File: src/rtl/znc_flag_sequencer.sv
// znc_flag_sequencer: issue-side sequencer for CMP/SET/CLR flag instructions.
// Owns the architectural ZNC flag register and arbitrates it against the
// external flag_ld writeback path.
module znc_flag_sequencer #(
    parameter int unsigned DW        = 16,
    parameter logic [2:0]  RESET_ZNC = 3'b000
) (
    input  logic          clk,
    input  logic          rst,
    input  logic          ins_valid,
    output logic          ins_ready,
    input  logic [15:0]   ins,
    output logic          rf_re,
    output logic [3:0]    rf_addr_a,
    output logic [3:0]    rf_addr_b,
    input  logic [DW-1:0] rf_rdata_a,
    input  logic [DW-1:0] rf_rdata_b,
    output logic          res_valid,
    input  logic          res_ready,
    output logic [2:0]    res_znc,
    output logic [1:0]    res_op,
    output logic [2:0]    znc,
    input  logic          flag_ld,
    input  logic [2:0]    flag_ld_znc,
    output logic          flag_ld_drop,
    output logic          ins_ignored
);

    localparam int unsigned OPW  = 2;
    localparam int unsigned FLGW = 3;

    localparam logic [OPW-1:0] OP_CMP   = 2'b00;
    localparam logic [OPW-1:0] OP_SET   = 2'b01;
    localparam logic [OPW-1:0] OP_CLR   = 2'b10;
    localparam logic [OPW-1:0] OP_RSVD  = 2'b11;
    localparam logic [1:0]     CLS_FLAG = 2'b11;

    // Instruction word layout
    typedef struct packed {
        logic [1:0]      cls;
        logic [OPW-1:0]  op;
        logic [3:0]      ra;
        logic [3:0]      rb;
        logic            rsvd;
        logic [FLGW-1:0] mask;
    } ins_t;

    typedef enum logic [1:0] {
        S_IDLE = 2'd0,
        S_RD   = 2'd1,
        S_EXEC = 2'd2,
        S_RESP = 2'd3
    } state_t;

    state_t          state_q;
    state_t          state_d;
    ins_t            ins_w;
    logic            is_flag;
    logic            accept;
    logic [OPW-1:0]  op_q;
    logic [FLGW-1:0] mask_q;
    logic [FLGW-1:0] exec_znc;
    logic            ins_ready_d;
    logic            rf_re_d;
    logic            res_valid_d;
    logic            unused_rsvd;

    assign ins_w       = ins_t'(ins);
    assign unused_rsvd = ins_w.rsvd;

    // Only class 11 words with a non-reserved op are flag instructions
    assign is_flag = (ins_w.cls == CLS_FLAG) && (ins_w.op != OP_RSVD);
    assign accept  = (state_q == S_IDLE) && ins_valid && is_flag;

    // State register
    always_ff @(posedge clk or posedge rst) begin
        if (rst) begin
            state_q <= S_IDLE;
        end else begin
            state_q <= state_d;
        end
    end

    // Next-state logic
    always_comb begin
        state_d = state_q;
        case (state_q)
            S_IDLE: begin
                if (ins_valid && is_flag) begin
                    state_d = (ins_w.op == OP_CMP) ? S_RD : S_EXEC;
                end
            end
            S_RD:   state_d = S_EXEC;
            S_EXEC: state_d = S_RESP;
            S_RESP: begin
                if (res_ready) begin
                    state_d = S_IDLE;
                end
            end
            default: state_d = S_IDLE;
        endcase
    end

    // Handshake/strobe outputs decoded from the upcoming state, then registered
    always_comb begin
        ins_ready_d = 1'b0;
        rf_re_d     = 1'b0;
        res_valid_d = 1'b0;
        case (state_d)
            S_IDLE:  ins_ready_d = 1'b1;
            S_RD:    rf_re_d     = 1'b1;
            S_RESP:  res_valid_d = 1'b1;
            default: ;
        endcase
    end

    // Registered handshake/strobe outputs
    always_ff @(posedge clk or posedge rst) begin
        if (rst) begin
            ins_ready <= 1'b1;
            rf_re     <= 1'b0;
            res_valid <= 1'b0;
        end else begin
            ins_ready <= ins_ready_d;
            rf_re     <= rf_re_d;
            res_valid <= res_valid_d;
        end
    end

    // New flag value computed in EXEC; SET/CLR act on the flags as they stand now
    always_comb begin
        exec_znc = znc;
        case (op_q)
            OP_CMP: begin
                exec_znc[2] = (rf_rdata_a == rf_rdata_b);
                exec_znc[1] = ($signed(rf_rdata_a) < $signed(rf_rdata_b));
                exec_znc[0] = (rf_rdata_a < rf_rdata_b);
            end
            OP_SET:  exec_znc = znc | mask_q;
            OP_CLR:  exec_znc = znc & ~mask_q;
            default: exec_znc = znc;
        endcase
    end

    // Instruction latch, flag register, result and status pulses
    always_ff @(posedge clk or posedge rst) begin
        if (rst) begin
            op_q         <= OP_CMP;
            mask_q       <= '0;
            rf_addr_a    <= '0;
            rf_addr_b    <= '0;
            res_znc      <= '0;
            res_op       <= '0;
            znc          <= RESET_ZNC;
            flag_ld_drop <= 1'b0;
            ins_ignored  <= 1'b0;
        end else begin
            if (accept) begin
                op_q      <= ins_w.op;
                mask_q    <= ins_w.mask;
                rf_addr_a <= ins_w.ra;
                rf_addr_b <= ins_w.rb;
            end
            // Sequencer write on the EXEC exit edge takes priority over flag_ld
            if (state_q == S_EXEC) begin
                znc     <= exec_znc;
                res_znc <= exec_znc;
                res_op  <= op_q;
            end else if (flag_ld) begin
                znc <= flag_ld_znc;
            end
            flag_ld_drop <= (state_q == S_EXEC) && flag_ld;
            ins_ignored  <= (state_q == S_IDLE) && ins_valid && !is_flag;
        end
    end

endmodule
File: config.mk
export PLATFORM = sky130hd
export DESIGN_NAME = znc_flag_sequencer
export DESIGN_NICKNAME = d
export VERILOG_FILES = /design/src/rtl/znc_flag_sequencer.sv
export SDC_FILE = /design/constraint.sdc
export NUM_CORES = 1
export LEC_CHECK = 0
export CAP_MARGIN = 20
export CORE_ASPECT_RATIO = 1.75
export CORE_MARGIN = 2
export CORE_UTILIZATION = 40
export DETAILED_ROUTE_END_ITERATION = 12
export PLACE_DENSITY = 0.9
export SETUP_SLACK_MARGIN = 0.02
export SLEW_MARGIN = 30
export SYNTH_ARGS = -nofsm -noshare
export SYNTH_HDL_FRONTEND = slang
export SYNTH_SLANG_ARGS = --single-unit
export TNS_END_PERCENT = 1
File: constraint.sdc
create_clock -name clk -period 1.8 [get_ports clk]
set_clock_uncertainty 0.1 [all_clocks]
set_input_delay 0.45 -clock clk [delete_from_list [all_inputs] [get_ports clk]]
set_output_delay 0.45 -clock clk [all_outputs]
set_load 0.01 [all_outputs]
==> run metrics <==
pwr/cell area 1060 nW/um2; wire length reported by the detailed router between 4000 and 5000 um; sequential area share after synthesis 0.436; cell with the largest stage delay on the worst path mux2_4; total congestion overflow 0; Num Clock Sinks 28; total of buffers placed on input and output ports 75; cell-by-cell listing of the critical path buf_6, inv_4, ha_4, and2_4, a221oi_2, o21ai_1, a211oi_2, mux2_4, nor3_4; post-route worst setup slack -0.0629 ns; clk_lat worst skew ~0.27 ns; number of optimization iterations in the first detailed-route pass 4; antenna violations before repair 0; CTS Hold Bufs 0; startpoint of the worst hold path res_op[1]; die width a little over 50 um; ranking of synthesized cells by area dfrtp_1 42%, ha_1 12%, mux2_2 9.1%; synth warn 0; Critical Path End Type register; area of the die 4570 um2; average routed wire per standard cell 15.4 um; number of cells on the worst reg-to-reg path 6; via count 1532; final number of hold-violating endpoints 0; master cell of the clock root buffer clkbuf_8; H-Tree Depth 1; Clock Tree Buf Depth 2; outcome finished with violations; maximum fanout along the worst path 2; category of the worst setup path launch point input pin; reg-to-reg startpoint op_q[1]; share of layout cells above drive strength 1 0.351; Slew Limit Fails 0; last weighted congestion value of the routability-driven placer 0.788; commonest cells after routing, fill and taps aside 35 x clkdlybuf4s50_1, 27 x dfrtp_1, 23 x dlygate4sd2_1; Num CTS Buffers 3; starting density of the core 0.416; clock tree from TritonCTS built; max incr delay on CP between 0.3 and 0.4 ns; net total in the final layout 324; vertical extent of the die 87.9 um; drt drc 0; final worst path period share 1.03; setup repair after global routing missed its margin yes; Static Leakage 1.30 nW; critical path data arrival time 1.97 ns; number of instances on the worst hold path 2; register-to-register setup slack 0.21 ns; vias in the first global route 1630; first-pass GRT wire length approximately 7100 um; top achievable clock speed 0.537 GHz; pin count of the biggest net entering global routing 29; DRT antenna net count 0; violations in the final reports negative setup slack; cell area after synthesis roughly 1600 um2; path type of the worst min-delay path register to register; library cell occupying the most area in the post-synthesis netlist dfrtp_1; VDD IR-drop max 0.654 mV; num ports 77; all-layer global routing usage 0.205; placement row count 30; most common cell after layout, fill and taps aside clkdlybuf4s50_1; headroom to the max-slew limit 0.767; critical path start-end classification input pin to register; worst slew pin tran 0.346 ns; setup violation total in the final timing report 2; Synth Instances approximately 160; post-placement worst setup slack -0.764 ns; area share of the largest cell type after synthesis 0.420; Tmin final 1.86 ns; estimated wirelength of the detail-placed design 3230 um; CORE AREA 3870 um2; total power draw 2.89 mW; average vias per placed instance 5.12; Cell variety after synth 31; violation count after the first detailed-routing iteration 28; worst hold endpoint res_op[1]; Post-Syn Nets 234; end of the worst register-to-register path znc[1]; FF+latch count, synth 28; area growth from synthesis to layout 69.5%; number of maximum-capacitance constraint violations 0; Data required, critical path between 1.5 and 2 ns; diodes inserted 0; average cell area after synthesis around 9.9 um2; clk slew on worst S/H paths 0.09 ns
## synth_stat cells, drive strengths merged
| master | n |
|---|---|
| a211oi | 1 |
| a21boi | 2 |
| a21o | 3 |
| a21oi | 12 |
| a221oi | 1 |
| a31oi | 1 |
| and2 | 2 |
| and4 | 1 |
| buf | 1 |
| clkbuf | 3 |
| dfrtp | 27 |
| dfstp | 1 |
| ha | 16 |
| inv | 20 |
| mux2 | 14 |
| mux2i | 1 |
| nand2 | 16 |
| nand2b | 1 |
| nand3 | 5 |
| nand3b | 1 |
| nand4 | 1 |
| nor2 | 9 |
| nor2b | 4 |
| nor3 | 5 |
| o21a | 4 |
| o21ai | 5 |
| o22a | 1 |
| o22ai | 3 |
| o31ai | 1 |
## power breakdown
part           switching (mW)  internal (mW)  total, mW
logic                   0.637          0.796       1.43
clock network           0.182          0.159      0.341
registers               0.213          0.905       1.12
## logic make-up (layout without fill, tap and decap cells)
family,count (synthesis),in the layout,share of synthesized area
flops,28,28,0.436
fa+ha+maj,16,16,0.124
compound gates,34,34,0.134
mux,15,15,0.107
simple gates,45,45,0.142
buf+inv,24,113,0.0568
## routing by layer
metal / global-route usage / up-vias / share of wire
met5: 0 / - / 0
met4: 0.100 / 0 / 0.030
met3: 0.0205 / 11 / 0.047
met2: 0.392 / 56 / 0.56
met1: 0.213 / 734 / 0.36
li1: - / 731 / -
## registers in the layout, summed over array words and instances, names as in the netlist
register,cells
res_valid,1
res_op,2
ins_ready,1
rf_addr_a,4
rf_addr_b,4
res_znc,3
mask_q,3
rf_re,1
state_q,2
flag_ld_drop,1
ins_ignored,1
znc,3
op_q,2
## layout make-up
cell class / count / area [um2]
clock buffer: 4 / 45.0
sequential: 28 / 702
fill: 284 / 1140
timing repair buffer: 89 / 796
inverter: 20 / 80.1
multi-input combinational: 110 / 1040
tap: 48 / 60.1
## timing repair
action,in CTS,in global routing
pin swaps,30,10
resized for setup,107,10
hold endpoints to repair,0,0
setup buffers,2,1
endpoints found under the setup margin,10,18
## how the worst max path moves through the flow
stage	slack, ns	end	startpoint	cells past startpoint
floorplan	-0.18	znc[1]	rf_rdata_b[9]	8
global placement	-0.71	znc[1]	rf_rdata_b[9]	9
CTS	-0.06	znc[1]	rf_rdata_b[9]	9
finish	-0.06	znc[1]	rf_rdata_b[10]	9
detailed placement	-0.76	znc[1]	rf_rdata_b[9]	9
global route	-0.11	znc[1]	rf_rdata_b[10]	9
## critical path, delay by kind of cell
kind            cells  cell delay, ns
buf+inv             2            0.15
mux                 1            0.35
fa+ha+maj           1            0.19
simple gates        2            0.26
compound gates      3            0.58
## stage by stage
| step | cells | hold WS [ns] | setup TNS [ns] | util | cell area, um2 |
|---|---|---|---|---|---|
| final | 299 | 0.387 | -0.103 | 0.706 | 2730 |
| after global routing | 299 | 0.427 | -0.221 | 0.706 | 2730 |
| after CTS | 298 | 0.392 | -0.0641 | 0.693 | 2680 |
| after detailed placement | 292 | 0.372 | -5.95 | 0.652 | 2520 |
| after global placement | 292 | 0.357 | -5.73 | 0.652 | 2520 |
| after floorplan | 162 | 0.369 | -0.385 | - | 1640 |
No activity file was read; power rests on OpenSTA's default activity.
